## src/rtl/led_ring_sequencer.sv

```systemverilog
// LED ring mode controller: one-hot pattern on 8 LEDs driven by encoder steps (MANUAL)
// or an auto-scroll timer (AUTO), with a button cycling MANUAL -> AUTO -> PAUSE.
`timescale 1ns/1ps
module led_ring_sequencer #(
    parameter int unsigned PRESCALE = 500000
) (
    input  logic       clk,
    input  logic       rst_n,
    input  logic       step_valid,
    input  logic       step_dir,
    input  logic       btn,
    input  logic       invert,
    output logic [7:0] led_out,
    output logic [1:0] mode,
    output logic [2:0] speed
);

    localparam int unsigned LED_W   = 8;
    localparam int unsigned SPEED_W = 3;
    localparam int unsigned PS_W    = (PRESCALE > 2) ? $clog2(PRESCALE) : 1;
    localparam logic [SPEED_W-1:0] SPEED_MAX = 3'd7;
    localparam logic [LED_W-1:0]   Q_RESET   = 8'h01;

    typedef enum logic [1:0] {
        MODE_MANUAL = 2'b00,
        MODE_AUTO   = 2'b01,
        MODE_PAUSE  = 2'b10
    } mode_t;

    mode_t              r_mode;
    logic [LED_W-1:0]   r_q;
    logic [SPEED_W-1:0] r_speed;
    logic               r_auto_dir;
    logic               r_btn_d;
    logic [PS_W-1:0]    r_pre;
    logic [SPEED_W-1:0] r_int;

    logic               w_btn_edge;
    logic               w_onehot;
    logic               w_run;
    logic               w_base_tick;
    logic [SPEED_W-1:0] w_limit;
    logic               w_interval_hit;
    logic               w_man_step;
    logic               w_speed_step;
    logic               w_rotate;
    logic               w_rot_dir;
    logic [LED_W-1:0]   w_rot_left;
    logic [LED_W-1:0]   w_rot_right;

    // A button edge pre-empts every step and timer action in the same cycle.
    assign w_btn_edge     = btn & ~r_btn_d;
    assign w_onehot       = (r_q != '0) && ((r_q & (r_q - 8'd1)) == '0);
    assign w_run          = (r_mode == MODE_AUTO) && !w_btn_edge;
    assign w_base_tick    = (r_pre == PS_W'(PRESCALE - 1));
    assign w_limit        = 3'(SPEED_MAX - r_speed);
    assign w_interval_hit = (r_int >= w_limit);
    assign w_man_step     = (r_mode == MODE_MANUAL) && step_valid && !w_btn_edge;
    assign w_speed_step   = w_run && step_valid;
    assign w_rotate       = w_man_step || (w_run && w_base_tick && w_interval_hit);
    assign w_rot_dir      = (r_mode == MODE_MANUAL) ? step_dir : r_auto_dir;
    assign w_rot_left     = {r_q[6:0], r_q[7]};
    assign w_rot_right    = {r_q[0], r_q[7:1]};

    always_ff @(posedge clk or negedge rst_n) begin
        if (!rst_n) begin
            r_mode     <= MODE_MANUAL;
            r_q        <= Q_RESET;
            r_speed    <= '0;
            r_auto_dir <= 1'b1;
            r_btn_d    <= 1'b0;
            r_pre      <= '0;
            r_int      <= '0;
        end else begin
            r_btn_d <= btn;

            if (w_btn_edge) begin
                case (r_mode)
                    MODE_MANUAL: r_mode <= MODE_AUTO;
                    MODE_AUTO:   r_mode <= MODE_PAUSE;
                    default:     r_mode <= MODE_MANUAL;
                endcase
            end

            // Corrupted pattern recovery outranks any rotation.
            if (!w_onehot) begin
                r_q <= Q_RESET;
            end else if (w_rotate) begin
                r_q <= w_rot_dir ? w_rot_left : w_rot_right;
            end

            if (w_man_step) begin
                r_auto_dir <= step_dir;
            end

            if (w_speed_step) begin
                if (step_dir && (r_speed != SPEED_MAX)) begin
                    r_speed <= r_speed + 3'd1;
                end else if (!step_dir && (r_speed != '0)) begin
                    r_speed <= r_speed - 3'd1;
                end
            end

            // Timer only runs while settled in AUTO; entering or leaving clears it.
            if (w_run) begin
                r_pre <= w_base_tick ? '0 : r_pre + PS_W'(1);
                if (w_base_tick) begin
                    r_int <= w_interval_hit ? '0 : r_int + 3'd1;
                end
            end else begin
                r_pre <= '0;
                r_int <= '0;
            end
        end
    end

    assign led_out = invert ? ~r_q : r_q;
    assign mode    = r_mode;
    assign speed   = r_speed;

    a_q_onehot: assert property (@(posedge clk) disable iff (!rst_n) $onehot(r_q));

endmodule

```

## config.mk

```make
export PLATFORM = sky130hd
export DESIGN_NAME = led_ring_sequencer
export DESIGN_NICKNAME = d
export VERILOG_FILES = /design/src/rtl/led_ring_sequencer.sv
export SDC_FILE = /design/constraint.sdc
export NUM_CORES = 1
export LEC_CHECK = 0
export ABC_AREA = 1
export CAP_MARGIN = 15
export CELL_PAD_IN_SITES_DETAIL_PLACEMENT = 0
export CELL_PAD_IN_SITES_GLOBAL_PLACEMENT = 2
export CORE_MARGIN = 5
export CORE_UTILIZATION = 34
export DETAILED_ROUTE_END_ITERATION = 16
export MAX_ROUTING_LAYER = met4
export PLACE_DENSITY = 0.88
export RECOVER_POWER = 100
export REMOVE_ABC_BUFFERS = 1
export SKIP_CTS_REPAIR_TIMING = 1
export SLEW_MARGIN = 20
export SYNTH_ARGS = -nofsm -noshare
export SYNTH_HDL_FRONTEND = slang
export SYNTH_SLANG_ARGS = --single-unit
```

## constraint.sdc

```tcl
create_clock -name clk -period 2.21 [get_ports clk]
set_input_delay 0.3315 -clock clk [delete_from_list [all_inputs] [get_ports clk]]
set_output_delay 0.3315 -clock clk [all_outputs]
set_load 0.02 [all_outputs]
```

==> summary.txt <==
f_max: 0.470 GHz
clock transition at the registers of the reported paths: 0.08 ns
final std cells w/o fill: 406
fill cell count: 707
Worst Path Required: 1.88 ns
drt drc: 0
Final Max Tran Viols: 0
Reg area: 928 sq um
Comb pwr share: 44.1%
Num CTS Buffers: 5
Final Util: 39.7%
Reg power frac: 33.7%
wire per inst: 12.4 um
# IOs: 19
drt total wl: 5040 um
Worst Path Max Fanout: 8
setup TNS: 0 ns
Die Wd: 92.1 um
leading cell type by number of instances after synthesis: nand2_1
YS warnings: 0
number of global-route vias before repair: 1966
Internal Power: 1.63 mW
slew margin rel.: 36.3%
Seq cells post-synth: 37
crit path kind: input pin to output pin
ratio of final minimum period to clock period: 96.2%
Power Total: 2.81 mW
Mapped Cells: 300
dominant cells by area after synthesis: dfrtp_1 38%, nand2_1 12%, nor2_1 5.9%, xor2_1 5.7%, nand3_1 4.1%
Port-buffer cells: 18
H-tree depth: 2
first-pass GRT wire length: 9080 um
Post-synth EDFFs: 0
Cell Area, Synth: 2290 sq um
CTS Buffer Depth: 2
Yosys cell types: 31
clock insertion delay at the later pin of the skew report: 0.29 ns
post-route ant nets: 0
P_leak: 1.18 nW
initial antenna violation count: 0
nets@finish: 337
worst path arrival time: 1.79 ns
mean area per synthesized cell: 7.64 sq um
net switching power: 1.18 mW
clock sink total: 37
Fin Clk Skew: 0.00621 ns
drt via density: 4.85
Seq/Total Area, Yosys: 40.5%
status: complete, no violations
Tot GR Track Use: 13.4%
multi-input gate area in the final layout: 1190 sq um
commonest cells in the netlist: 76 x nand2_1, 36 x nor2_1, 35 x dfrtp_1, 24 x inv_1, 19 x nand3_1
Initial Util: 34.3%
estimated wirelength of the detail-placed design: 3720 um
Die Height: 92.1 um
Synth area leader: dfrtp_1
setup violators final: 0
asr flop ratio synth: 100%
worst slew pin tran: 0.956 ns
Final Hold Fails: 0
PwrDens: 1060 nW/um^2
share of cells above drive strength 1: 9.51%
CTS root buf: clkbuf_8
n_diodes: 0
core area: 6680 sq um
largest net degree at the start of global routing: 38
top_reg_cell synth: dfrtp_1
Worst IR Drop VDD: 0.440 mV
Startpoint Class: input pin
MaxCap Viol Count: 0
Rows: 30
die area: 8480 sq um
sw frac: 42.0%
RSZ-0062 raised after global routing: no
Setup crit end kind: output pin
clock share of power: 22.2%
Yosys top cell area share: 38.2%
min Tclk post-route: 2.13 ns
Tightest Hold Check Type: input pin to async pin
DRT Pass-1 Iters: 4
Placed Cells incl. Taps: 398
Synth-to-Final Area Change: 15.7%
vias after detailed routing: 1969
initial drt markers: 116
RePlAce Congestion: 0.763
TritonCTS clock tree: yes
Congestion Overflow GR: 0
==> power groups by stage <==
stage | clock (mW) | sequential, mW | combinational (mW)
after floorplan | 0 | 0.969 | 0.871
after global placement | 0 | 0.964 | 1.29
after detailed placement | 0 | 0.962 | 1.30
after CTS | 0.642 | 0.951 | 1.31
after global routing | 0.667 | 0.973 | 1.40
final | 0.624 | 0.949 | 1.24
==> worst paths after layout <==
| kind | from | endpoint | slack, ns | cells past startpoint |
|---|---|---|---|---|
| worst max register to register | r_pre[0]$_DFF_PN0_ | r_q[7]$_DFFE_PN0P_ | 0.26 | 9 |
| max in group asynchronous | rst_n | r_pre[12]$_DFF_PN0_ | 1.44 | 1 |
| worst min-delay path | rst_n | r_pre[2]$_DFF_PN0_ | 0.18 | 1 |
| worst min register to register | r_pre[0]$_DFF_PN0_ | r_pre[0]$_DFF_PN0_ | 0.46 | 1 |
| min in group clk | r_pre[0]$_DFF_PN0_ | r_pre[0]$_DFF_PN0_ | 0.46 | 1 |
| worst max-delay path | invert | led_out[4] | 0.08 | 4 |
==> sequential cells by signal, summed over array words and instances, names as in the netlist <==
signal,cells
speed,3
r_btn_d,1
mode,2
r_auto_dir,1
r_q,8
r_pre,19
r_int,3
==> layout make-up <==
class / count / area share [%]
multi-input cells: 226 / 44.9
inverters: 34 / 4.81
clock inverters: 1 / 1.13
clock buffers: 7 / 3.25
flip-flops and latches: 37 / 35.0
well taps: 80 / 3.77
repair buffers: 21 / 7.17
==> cell usage in the layout (no fill, tap or decap) <==
| cell | instances |
|---|---|
| clkbuf_1 | 3 |
| o211ai_1 | 2 |
| o21ai_1 | 1 |
| nor2_8 | 1 |
| nor3_1 | 7 |
| o31ai_1 | 1 |
| xnor2_1 | 2 |
| fa_1 | 1 |
| bufinv_16 | 1 |
| nand3_1 | 19 |
| buf_4 | 1 |
| clkbuf_2 | 1 |
| inv_2 | 7 |
| o21ai_0 | 19 |
| nor2_4 | 1 |
| dlygate4sd3_1 | 11 |
| dfrtp_1 | 35 |
| nand3b_1 | 5 |
| nand2_1 | 77 |
| ha_1 | 5 |
| clkdlybuf4s50_1 | 6 |
| nor2_2 | 5 |
| inv_1 | 26 |
| clkbuf_8 | 6 |
| nand3_2 | 2 |
| dfstp_2 | 2 |
| o21ai_2 | 1 |
| nand2_2 | 3 |
| clkinv_1 | 1 |
| a21oi_1 | 6 |
| xor2_1 | 15 |
| nand4_1 | 15 |
| a31oi_1 | 1 |
| nor2_1 | 37 |
==> per-stage QoR <==
stage / hold slack [ns] / instance area (sq um) / setup slack (ns)
CTS: 0.187 / 2680 / 0.118
global route: 0.264 / 2650 / 0.0421
detailed placement: 0.457 / 2570 / 0.118
floorplan: 0.0359 / 2270 / 0.540
finish: 0.183 / 2650 / 0.0837
global placement: 0.449 / 2570 / 0.151
==> kinds of logic (layout without fill, tap and decap cells) <==
| family | count (synthesis) | after routing | share of synthesized area [%] |
|---|---|---|---|
| XOR/XNOR | 17 | 17 | 6.50 |
| buffers and inverters | 37 | 63 | 6.60 |
| AND/OR/NAND/NOR | 172 | 172 | 35.5 |
| AO/OA/AOI/OAI | 31 | 31 | 7.31 |
| adder cells (fa/ha/maj) | 6 | 6 | 3.60 |
| flip-flops | 37 | 37 | 40.5 |
==> layer usage <==
layer	vias up	GRT usage (%)	routed length, um
met3	5	2.71	146
met4	0	2.97	52
met1	908	17.7	2500
met2	28	21.5	2330
met5	-	-	0
li1	1028	-	-
==> critical path: stages <==
cell and delay (ns):
clkdlybuf4s50_1 0.45, buf_4 0.18, xor2_1 0.15, dlygate4sd3_1 0.68
Power figures use the tool's default switching activity.
